File: src/rtl/pito_loader_pkg.sv
// Shared types and constants for the pito memory loader.
// The run-phase timeout is enabled by defining PITO_LOADER_TIMEOUT_EN.
package pito_loader_pkg;

   localparam int unsigned DATA_W = 32;
   localparam int unsigned EXIT_W = 31;

   typedef enum logic [1:0] {
      LOAD   = 2'd0,
      RDWAIT = 2'd1,
      RUN    = 2'd2,
      DONE   = 2'd3
   } state_t;

   localparam logic SEL_IMEM = 1'b0;
   localparam logic SEL_DMEM = 1'b1;

   localparam logic [11:0] DEFAULT_TOHOST_ADDR = 12'hFFF;

endpackage

File: src/rtl/pito_loader_timer.sv
// Run-phase cycle counter; expired flags the last permitted RUN cycle.
module pito_loader_timer #(
   parameter int unsigned LIMIT = 1000000
) (
   input  logic clk,
   input  logic rst_n,
   input  logic clr,
   input  logic en,
   output logic expired
);

   localparam int unsigned CNT_W = 32;

   logic [CNT_W-1:0] cnt;

   always_ff @(posedge clk or negedge rst_n) begin
      if (!rst_n)   cnt <= '0;
      else if (clr) cnt <= '0;
      else if (en)  cnt <= cnt + CNT_W'(1);
   end

   assign expired = en && (cnt == CNT_W'(LIMIT - 1));

endmodule

File: src/rtl/pito_mem_loader.sv
// Host-side loader for a pito core: backdoor memory access, core release and tohost completion.
// Optional run-phase timeout is compiled in with PITO_LOADER_TIMEOUT_EN.
module pito_mem_loader
   import pito_loader_pkg::*;
#(
   parameter int unsigned          ADDR_W         = 12,
   parameter logic [ADDR_W-1:0]    TOHOST_ADDR    = ADDR_W'(DEFAULT_TOHOST_ADDR),
   parameter int unsigned          TIMEOUT_CYCLES = 1000000
) (
   input  logic                clk,
   input  logic                rst_n,
   input  logic                host_valid,
   output logic                host_ready,
   input  logic                host_we,
   input  logic                host_sel,
   input  logic [ADDR_W-1:0]   host_addr,
   input  logic [DATA_W-1:0]   host_wdata,
   output logic                rsp_valid,
   output logic [DATA_W-1:0]   rsp_data,
   input  logic                start,
   output logic                core_rst_n,
   output logic                mem_we,
   output logic                mem_sel,
   output logic [ADDR_W-1:0]   mem_addr,
   output logic [DATA_W-1:0]   mem_wdata,
   input  logic [DATA_W-1:0]   mem_rdata,
   input  logic                core_dmem_we,
   input  logic [ADDR_W-1:0]   core_dmem_addr,
   input  logic [DATA_W-1:0]   core_dmem_wdata,
   output logic                done,
   output logic [EXIT_W-1:0]   exit_code,
   output logic                timeout
);

   state_t              state, state_nxt;
   logic                ret_done, ret_done_nxt;
   logic                done_nxt, timeout_nxt;
   logic [EXIT_W-1:0]   exit_nxt;
   logic                start_acc;
   logic                tohost_hit;
   logic                tmr_expired;

   assign tohost_hit = core_dmem_we && (core_dmem_addr == TOHOST_ADDR) && core_dmem_wdata[0];

`ifdef PITO_LOADER_TIMEOUT_EN
   pito_loader_timer #(
      .LIMIT (TIMEOUT_CYCLES)
   ) u_timer (
      .clk     (clk),
      .rst_n   (rst_n),
      .clr     (start_acc),
      .en      (state == RUN),
      .expired (tmr_expired)
   );
`else
   logic unused_timeout_cfg;
   assign unused_timeout_cfg = ^TIMEOUT_CYCLES;
   assign tmr_expired        = 1'b0;
`endif

   // State and status registers
   always_ff @(posedge clk or negedge rst_n) begin
      if (!rst_n) begin
         state     <= LOAD;
         ret_done  <= 1'b0;
         done      <= 1'b0;
         exit_code <= '0;
         timeout   <= 1'b0;
      end else begin
         state     <= state_nxt;
         ret_done  <= ret_done_nxt;
         done      <= done_nxt;
         exit_code <= exit_nxt;
         timeout   <= timeout_nxt;
      end
   end

   // Next state, memory port and status updates
   always_comb begin
      state_nxt    = state;
      ret_done_nxt = ret_done;
      done_nxt     = done;
      exit_nxt     = exit_code;
      timeout_nxt  = timeout;
      start_acc    = 1'b0;
      mem_we       = 1'b0;
      mem_sel      = host_sel;
      mem_addr     = host_addr;
      mem_wdata    = host_wdata;
      case (state)
         LOAD, DONE: begin
            if (host_valid) begin
               if (host_we) begin
                  mem_we = 1'b1;
               end else begin
                  state_nxt    = RDWAIT;
                  ret_done_nxt = (state == DONE);
               end
            end else if (start) begin
               start_acc   = 1'b1;
               state_nxt   = RUN;
               done_nxt    = 1'b0;
               exit_nxt    = '0;
               timeout_nxt = 1'b0;
            end
         end
         RDWAIT: begin
            state_nxt = ret_done ? DONE : LOAD;
         end
         RUN: begin
            // A real completion beats a coincident timeout
            if (tohost_hit) begin
               state_nxt   = DONE;
               done_nxt    = 1'b1;
               exit_nxt    = core_dmem_wdata[DATA_W-1:1];
               timeout_nxt = 1'b0;
            end else if (tmr_expired) begin
               state_nxt   = DONE;
               done_nxt    = 1'b1;
               exit_nxt    = '0;
               timeout_nxt = 1'b1;
            end
         end
         default: state_nxt = LOAD;
      endcase
   end

   // Decodes of the state register
   assign host_ready = (state == LOAD) || (state == DONE);
   assign core_rst_n = (state == RUN);
   assign rsp_valid  = (state == RDWAIT);
   assign rsp_data   = rsp_valid ? mem_rdata : '0;

endmodule

File: config.mk
export PLATFORM = sky130hd
export DESIGN_NAME = pito_mem_loader
export DESIGN_NICKNAME = d
export VERILOG_FILES = /design/src/rtl/pito_loader_pkg.sv /design/src/rtl/pito_loader_timer.sv /design/src/rtl/pito_mem_loader.sv
export SDC_FILE = /design/constraint.sdc
export NUM_CORES = 1
export LEC_CHECK = 0
export ABC_AREA = 1
export CORE_AREA = 2 2 94 96
export CTS_BUF_LIST = sky130_fd_sc_hd__clkbuf_16
export DETAILED_ROUTE_END_ITERATION = 10
export DIE_AREA = 0 0 96 98
export HOLD_SLACK_MARGIN = 0.03
export PLACE_DENSITY = 0.77
export SYNTH_ARGS = -nofsm -noshare
export SYNTH_HDL_FRONTEND = slang
export SYNTH_SLANG_ARGS = --single-unit
File: constraint.sdc
create_clock -name clk -period 3.6 [get_ports clk]
set_input_delay 0.36 -clock clk [delete_from_list [all_inputs] [get_ports clk]]
set_output_delay 0.36 -clock clk [all_outputs]
set_load 0.02 [all_outputs]
Word level (Yosys, flattened, before mapping)
Index checks and enable logic that the tools add are counted.
{"block": "word_totals", "output_inout_bits": 114, "regBits": 36, "word_cells": 44, "input_bits": 127}
{"block": "op_classes", "n_mux": 20, "reduce_logical": 9, "bitwise_logic": 1, "n_eq_ne": 9}
{"operator": "$mux W31", "count": 3}
{"operator": "$pmux W31 S2", "count": 1}
{"operator": "$mux W32", "count": 1}
{"operator": "$eq A12 B12 Y1 const B", "count": 1}
{"operator": "$mux W2", "count": 5}
{"operator": "$mux W1", "count": 7}
{"operator": "$ne A3 B3 Y1 const B", "count": 2}
{"operator": "$pmux W2 S3", "count": 1}
{"operator": "$reduce_and A3 Y1", "count": 2}
{"operator": "$eq A2 B2 Y1 const B", "count": 2}
{"operator": "$ne A2 B2 Y1 const B", "count": 2}
{"operator": "$pmux W1 S2", "count": 2}
{"operator": "$reduce_and A4 Y1", "count": 1}
{"operator": "$eq A2 B1 Y1 const B", "count": 1}
{"operator": "$logic_and A1 B1 Y1", "count": 2}
{"operator": "$logic_not A2 Y1", "count": 1}
{"operator": "$ne A2 B1 Y1 const B", "count": 1}
{"operator": "$reduce_bool A2 Y1", "count": 1}
{"operator": "$reduce_or A2 Y1", "count": 1}
{"operator": "$logic_or A1 B1 Y1", "count": 1}
{"operator": "$not A1 Y1", "count": 1}

Longest topological paths before layout
Gate-level depths: netlist of the first run.
{"block": "depth", "word_depth": 5, "mapped_depth": 9, "mapped_depth_nobuf": 8}

Least setup slack after synthesis of the first run
Ideal clock, no wire load.
{"block": "synth_timing", "path_kind": "reg-to-reg", "from": "register state[0]", "to": "register exit_code[0]", "setup_ns": 0.117, "path_buffers": 1, "stages_incl_launch_ff": 10, "period_less_slack_ns": 1.848, "arrival_time_ns": 1.730, "path_slack_ns": 1.752, "required_ns": 3.483, "path_cell_list": "dfrtp_1 > inv_1 > ha_1 > nand2_2 > inv_2 > nor3b_4 > nand2_4 > buf_6 > nand2_1 > nand2_1"}
{"block": "synth_via", "elab_chain_len": 4, "word_cells_on_any_way": 10, "classes_between": "eq/ne: 5; mux: 1; reduce/logical: 4"}
{"item": "start: declaration", "line": "pito_mem_loader.sv:35", "text": "state_t state, state_nxt;"}
{"item": "start signal: assignment", "line": "pito_mem_loader.sv:70", "text": "state <= state_nxt;"}
{"item": "$eq A2 B2 Y1 / $logic_not A2 Y1 (equally long branches)", "line": "pito_mem_loader.sv:90", "text": "case (state)"}
{"item": "$reduce_or A2 Y1", "line": "pito_mem_loader.sv:90"}
{"item": "$ne A2 B2 Y1 (no source line) / $reduce_bool A2 Y1 (equally long branches)"}
{"item": "$reduce_and A4 Y1 (no source line)"}
{"item": "end signal: assignment", "line": "pito_mem_loader.sv:73", "text": "exit_code <= exit_nxt;"}
{"item": "end: declaration", "line": "pito_mem_loader.sv:31", "text": "output logic [EXIT_W-1:0] exit_code,"}
Parallel ways exist; a longest one is shown, timed or not.
A chain may end at the register's enable or synchronous reset.

Worst setup path after layout of the first run
Ends and elaborated chain as after synthesis.

==> results by group, run 1 <==
Run status
  • Run status: finished clean

Global route
  • Grt ovf: 0
  • Vias in the first global route: 2261
  • First-pass GRT wire length: 10.8 mm
  • Largest net degree at the start of global routing: 36
  • All-layer global routing usage: 0.146
  • Initial antenna violation count: 0

STA
  • Slew @ Worst Pin: 0.815 ns
  • Fmax: 420 MHz
  • Slew headroom: 0.456
  • Tcrit/Tclk final: 0.662
  • Setup Skew: 0.00393 ns
  • Fin. max-slew vios: 0
  • Hold Vio Cnt, Final: 0
  • Hold WS: 0.168 ns
  • RSZ-0062 raised after global routing: no
  • Setup slack after layout: 1.22 ns
  • Crit path time final: 2.38 ns
  • Setup_tns: 0 ns
  • Setup Viol. Count Final: 0

Die
  • Die ar.: 9410 um2
  • Io pins: 241
  • Die height: 98 um
  • Starting density of the core: 0.266
  • Row cnt: 34
  • Core area: 8470 um2
  • Die Wd: 96 um

Logic synthesis
  • Avg Synthesized Cell Area: 7.41 um2
  • Synth unique cells: 21
  • Synth top area cells: dfrtp_1 (39%), nand2_1 (19%), buf_4 (16%)
  • Top cell type's share of synthesized area: 0.389
  • Post-synth EDFFs: 0
  • Synth Net Count: 434
  • FF+latch count, synth: 35
  • Synth warnings: 0
  • Synth Cell Area: 2250 um2
  • Asr flop ratio synth: 1.00
  • Top FF cell, synth: dfrtp_1
  • Dominant cell type by area after synthesis: dfrtp_1
  • Sequential element share of the synthesized area: 0.389
  • Cell count after synthesis: 304

Setup path
  • Arrival time worst endpoint: 2.54 ns
  • Crit path to: exit_code[0]
  • Critical path, cell by cell: inv_1 -> ha_1 -> nand2_2 -> inv_2 -> nor3b_4 -> nand2_4 -> nand2_1 -> nand2_1
  • Crit Path Max Fanout: 32
  • Critical path capture point type: flip-flop
  • FF-to-FF setup slack: 1.22 ns
  • Crit-path slowest cell: nor3b_4
  • Most used cell, CP: nand2_1
  • Worst endpoint required time: 3.76 ns
  • CP startpoint: state[0]
  • Worst R2R End: exit_code[0]
  • Slowest cell delay on critical path: 0.67 ns
  • Setup Crit Path Kind: flip-flop to flip-flop
  • Reg2Reg Depth: 8
  • R2R Path Start: state[0]
  • Startpoint Class: flip-flop

Placed design
  • Inst Count DP: 502
  • HPWL after DPL: 5.51 mm
  • DP Worst Slack: 1.22 ns
  • Final Wtd Congestion: 0.753
  • Placed Area: 3450 um2
  • Port bufs: 149

Route
  • # DRC: 0
  • Routed Antenna Nets: 0
  • DR iter-0 viols: 62
  • Final WL: 6.92 mm
  • DR pass1 iterations: 4
  • Wire per inst: 13.6 um
  • Vias per inst: 4.32
  • Routed via count: 2199

Finish
  • Area delta synth->final: 59.0%
  • Final instance count without filler cells: 509
  • Final Util: 0.423
  • Design area: 3580 um2
  • Share of layout cells above drive strength 1: 0.0898
  • Filler cell count: 848
  • Ant diodes: 0
  • Fin nets: 531

Clock tree
  • CTS tree: yes
  • Hold buffers post-CTS: 0
  • Worst-skew pair later-pin latency: 0.27 ns
  • Clock transition at path regs: 0.05 ns
  • CTS Buf Count: 5
  • Clk root buf: clkbuf_16
  • CTS sink cnt: 35
  • Setup bufs post-CTS: 0
  • Post-cts sizing count: 0
  • H-tree depth: 2
  • Clk buf depth: 2

Flow run
  • Max_cap viols: 0

Pwr
  • Leakage: 1.81 nW
  • Maximum VDD drop: 0.000261 V
  • Total power: 1.87 mW
  • Pwr dens: 523 nW/um2

Hold path
  • HP Class: input pin to asynchronous set/reset pin
[routing by layer]
metal | vias to the layer above | global-route usage | share of wire
li1 | 1083 | - | -
met1 | 999 | 0.158 | 0.38
met2 | 95 | 0.251 | 0.51
met3 | 22 | 0.0540 | 0.092
met4 | 0 | 0.0615 | 0.023
met5 | - | 0 | 0
[cell type report]
cell class              instances  area, um2  share of cell area
clock buffers                   5        125              0.0349
repair buffers                153       1520               0.423
flip-flops and latches         35        876               0.244
multi-input cells             167        774               0.216
clock inverters                 2       8.76             0.00244
well taps                     108        135              0.0377
inverters                      39        146              0.0409
[synthesized netlist by cell type, types with 2 or more instances]
library cell / instances
inv_2: 20
nand4_1: 31
buf_4: 47
nand2_1: 113
clkbuf_1: 9
dfrtp_1: 35
buf_6: 6
o21ai_1: 2
ha_1: 3
nand3_1: 4
nor2_1: 5
a21oi_1: 2
inv_1: 19
[layout by cell type (no fill, tap or decap)]
| cell type | n |
|---|---|
| a21oi_1 | 2 |
| buf_2 | 1 |
| buf_4 | 4 |
| clkbuf_16 | 5 |
| clkdlybuf4s50_1 | 148 |
| clkinv_1 | 1 |
| clkinv_2 | 1 |
| conb_1 | 1 |
| dfrtp_1 | 35 |
| ha_1 | 3 |
| inv_1 | 19 |
| inv_2 | 20 |
| nand2_1 | 113 |
| nand2_2 | 1 |
| nand2_4 | 1 |
| nand3_1 | 4 |
| nand4_1 | 31 |
| nor2_1 | 4 |
| nor2_2 | 2 |
| nor3b_4 | 1 |
| o21ai_0 | 1 |
| o21ai_1 | 2 |
| o22ai_1 | 1 |
[worst max-delay path: cells and delay by family (launching register included)]
family                     cells  cell delay (ns)
DFF                            1             0.39
and+or+nand+nor                5             1.36
adders and majority gates      1             0.37
buffers and inverters          2             0.13
[cells by family (layout without fill, tap and decap cells)]
group | Yosys count | count (layout) | synth area share
compound gates | 6 | 6 | 0.0139
fa+ha+maj | 3 | 3 | 0.0167
buf+inv | 102 | 199 | 0.269
flops | 35 | 35 | 0.389
other cells | 1 | 1 | 0.00166
simple gates | 157 | 157 | 0.310
[where the power goes]
part / internal, mW / total, mW / switching, mW
Clock: 0.248 / 0.391 / 0.143
Combinational: 0.394 / 1.06 / 0.662
Sequential: 0.411 / 0.425 / 0.0145
[worst min-delay path by stage]
stage / to / slack, ns / cells after the start
after floorplan: done / 0.06 / 0
after global placement: done / 0.46 / 2
after detailed placement: exit_code[26] / 0.46 / 2
after CTS: exit_code[17] / 0.20 / 1
after global routing: exit_code[16] / 0.24 / 1
final: exit_code[17] / 0.17 / 1
[sequential cells by signal, summed over array words and instances (netlist names)]
name       flops
done           1
state          2
ret_done       1
exit_code     31
(Power assumes the default switching activity.)
==> run 2, diff against run 1 <==
clock period = 2.3 ns   (was 3.6 ns; I/O delays follow)
==> run 2 against run 1 <==
  * Routed wire length down 2.4%
  * Critical path depth down 2
  * Utilization up 0.21 points
  * Clock skew up 0.0020 ns
  * Worst hold slack worse by 0.13 ns
  * Sequential power up 57%
  * Combinational power up 58%
  * Final cell count up 0.39%
  * Clock power up 62%
  * Die area unchanged
  * Largest cell class unchanged
==> results by group, run 2 (same netlist as run 1, synthesis figures left out) <==
Placed design
  • HPWL after DPL: 5.16 mm (-6.4%)
  • Placed Area: 3460 um2 (+0.22%)
  • Port bufs: 149 (unchanged)
  • Final Wtd Congestion: 0.736 (-2.2%)
  • Inst Count DP: 503 (+0.20%)

Route
  • DR iter-0 viols: 95 (+53%)
  • DR pass1 iterations: 4 (unchanged)
  • Routed via count: 2176 (-1.0%)
  • Final WL: 6.76 mm (-2.4%)
  • Routed Antenna Nets: 0 (unchanged)
  • Wire per inst: 13.2 um (-2.8%)
  • # DRC: 0 (unchanged)
  • Vias per inst: 4.26 (-1.4%)

Run status
  • Run status: finished clean

Clock tree
  • CTS Buf Count: 5 (unchanged)
  • Worst-skew pair later-pin latency: 0.27 ns (about the same)
  • Hold buffers post-CTS: 0 (unchanged)
  • Setup bufs post-CTS: 0 (unchanged)
  • Clk buf depth: 2 (unchanged)
  • CTS tree: yes
  • H-tree depth: 2 (unchanged)
  • Clk root buf: clkbuf_16
  • Post-cts sizing count: 0 (unchanged)
  • CTS sink cnt: 35 (unchanged)
  • Clock transition at path regs: 0.05 ns (about the same)

STA
  • Crit path time final: 2.15 ns
  • Hold Vio Cnt, Final: 0 (unchanged)
  • Slew @ Worst Pin: 0.783 ns (-0.0319 ns)
  • Setup_tns: 0 ns (unchanged)
  • Fmax: 465 MHz
  • Slew headroom: 0.478 (+0.0218)
  • Setup Skew: 0.00595 ns (+0.00203 ns)
  • Tcrit/Tclk final: 0.936
  • Fin. max-slew vios: 0 (unchanged)
  • Setup Viol. Count Final: 0 (unchanged)
  • RSZ-0062 raised after global routing: no

Finish
  • Design area: 3600 um2 (+0.49%)
  • Commonest cells after routing, fill and taps aside: clkdlybuf4s50_1 (147), nand2_1 (113), dfrtp_1 (35), nand4_1 (31), inv_1 (21)
  • Largest Register: exit_code
  • Area delta synth->final: 59.7%
  • Biggest regs: exit_code x31, state x2
  • Share of layout cells above drive strength 1: 0.0918 (+0.00204)
  • Final instance count without filler cells: 511 (+0.39%)
  • Ant diodes: 0 (unchanged)
  • Fin nets: 532 (+0.19%)
  • Max reg flops: 31 (unchanged)
  • Commonest non-fill, non-tap cell in the layout: clkdlybuf4s50_1

Setup path
  • Critical path capture point type: primary output
  • Worst R2R End: exit_code[11]
  • FF-to-FF setup slack: 0.31 ns (-0.91 ns)
  • WP depth: 6 (-2)
  • Slowest cell delay on critical path: 0.62 ns (-0.05 ns)
  • Arrival time worst endpoint: 1.92 ns (-0.62 ns)
  • Setup Crit Path Kind: flip-flop to primary output
  • Most used cell, CP: inv_1
  • Crit-path slowest cell: clkdlybuf4s50_1
  • Cell family with most CP delay: buffers and inverters
  • Worst endpoint required time: 2.07 ns (-1.69 ns)
  • Reg2Reg Depth: 8 (unchanged)
  • Crit Path Max Fanout: 35 (+9.4%)
  • R2R Path Start: state[0]
  • CP bufs+invs: 4 (+2)
  • Startpoint Class: flip-flop
  • Critical path, cell by cell: inv_1 -> ha_1 -> buf_6 -> nand2_1 -> inv_1 -> clkdlybuf4s50_1

Die
  • Die ar.: 9410 um2 (unchanged)
  • Starting density of the core: 0.266 (unchanged)
  • Row cnt: 34 (unchanged)
  • Die height: 98 um (unchanged)
  • Core area: 8470 um2 (unchanged)
  • Die Wd: 96 um (unchanged)
  • Io pins: 241 (unchanged)

Pwr
  • Sw Pwr: 1.32 mW (+61%)
  • Maximum VDD drop: 0.000426 V (+63%)
  • Combinational share of power: 0.563 (about the same)
  • Total power: 2.97 mW (+59%)
  • Leakage: 1.85 nW (+1.7%)
  • Internal: 1.66 mW (+57%)
  • Seq pwr share: 0.224 (-0.003)
  • Switch share: 0.444 (+0.00578)
  • Pwr dens: 826 nW/um2 (+58%)
  • Power share of the clock group: 0.213 (+0.004)

Global route
  • First-pass GRT wire length: 10.3 mm (-4.5%)
  • Grt ovf: 0 (unchanged)
  • Initial antenna violation count: 0 (unchanged)
  • Vias in the first global route: 2132 (-5.7%)
  • All-layer global routing usage: 0.138 (-0.00749)
  • Largest net degree at the start of global routing: 36 (unchanged)

Flow run
  • Max_cap viols: 0 (unchanged)

Hold path
  • HP Class: input pin to asynchronous set/reset pin
## run 2: stage by stage
step,worst slack [ns],hold WS (ns),util
after floorplan,0.452,-0.0656,-
after global placement,0.355,0.340,0.408
after detailed placement,0.284,0.355,0.408
after CTS,0.0693,0.0650,0.424
after global routing,0.0369,0.106,0.425
final,0.148,0.0353,0.425
## run 2: metal layers
layer / track usage / vias up / wire (um)
li1: - / 1085 / -
met1: 0.167 / 976 / 2790
met2: 0.224 / 98 / 3200
met3: 0.0502 / 17 / 659
met4: 0.0495 / 0 / 106
met5: 0 / - / 0
## run 2: power groups by stage
| stage | Clock, mW | Sequential (mW) | Combinational, mW |
|---|---|---|---|
| 3_5_place_dp | 0 | 0.677 | 1.68 |
| 2_1_floorplan | 0 | 0.671 | 1.30 |
| 3_3_place_gp | 0 | 0.676 | 1.66 |
| 4_1_cts | 0.649 | 0.666 | 1.69 |
| 5_1_grt | 0.678 | 0.670 | 1.83 |
| 6_report | 0.633 | 0.667 | 1.68 |
## run 2: cell type report
cell class	instances	area, um2
Clock buffer	5	125
Clock inverter	3	12.5
Fill cell	826	4870
Inverter	39	146
Multi-Input combinational cell	167	774
Sequential cell	35	876
Tap cell	108	135
Timing Repair Buffer	154	1530
## run 2: worst max-delay path by stage
stage	slack (ns)	from	end
after floorplan	0.45	state[0]	exit_code[0]
after global placement	0.36	state[0]	exit_code[27]
after detailed placement	0.28	core_dmem_addr[5]	exit_code[11]
after CTS	0.07	state[1]	rsp_data[5]
after global routing	0.04	state[1]	rsp_data[8]
final	0.15	state[1]	rsp_data[26]
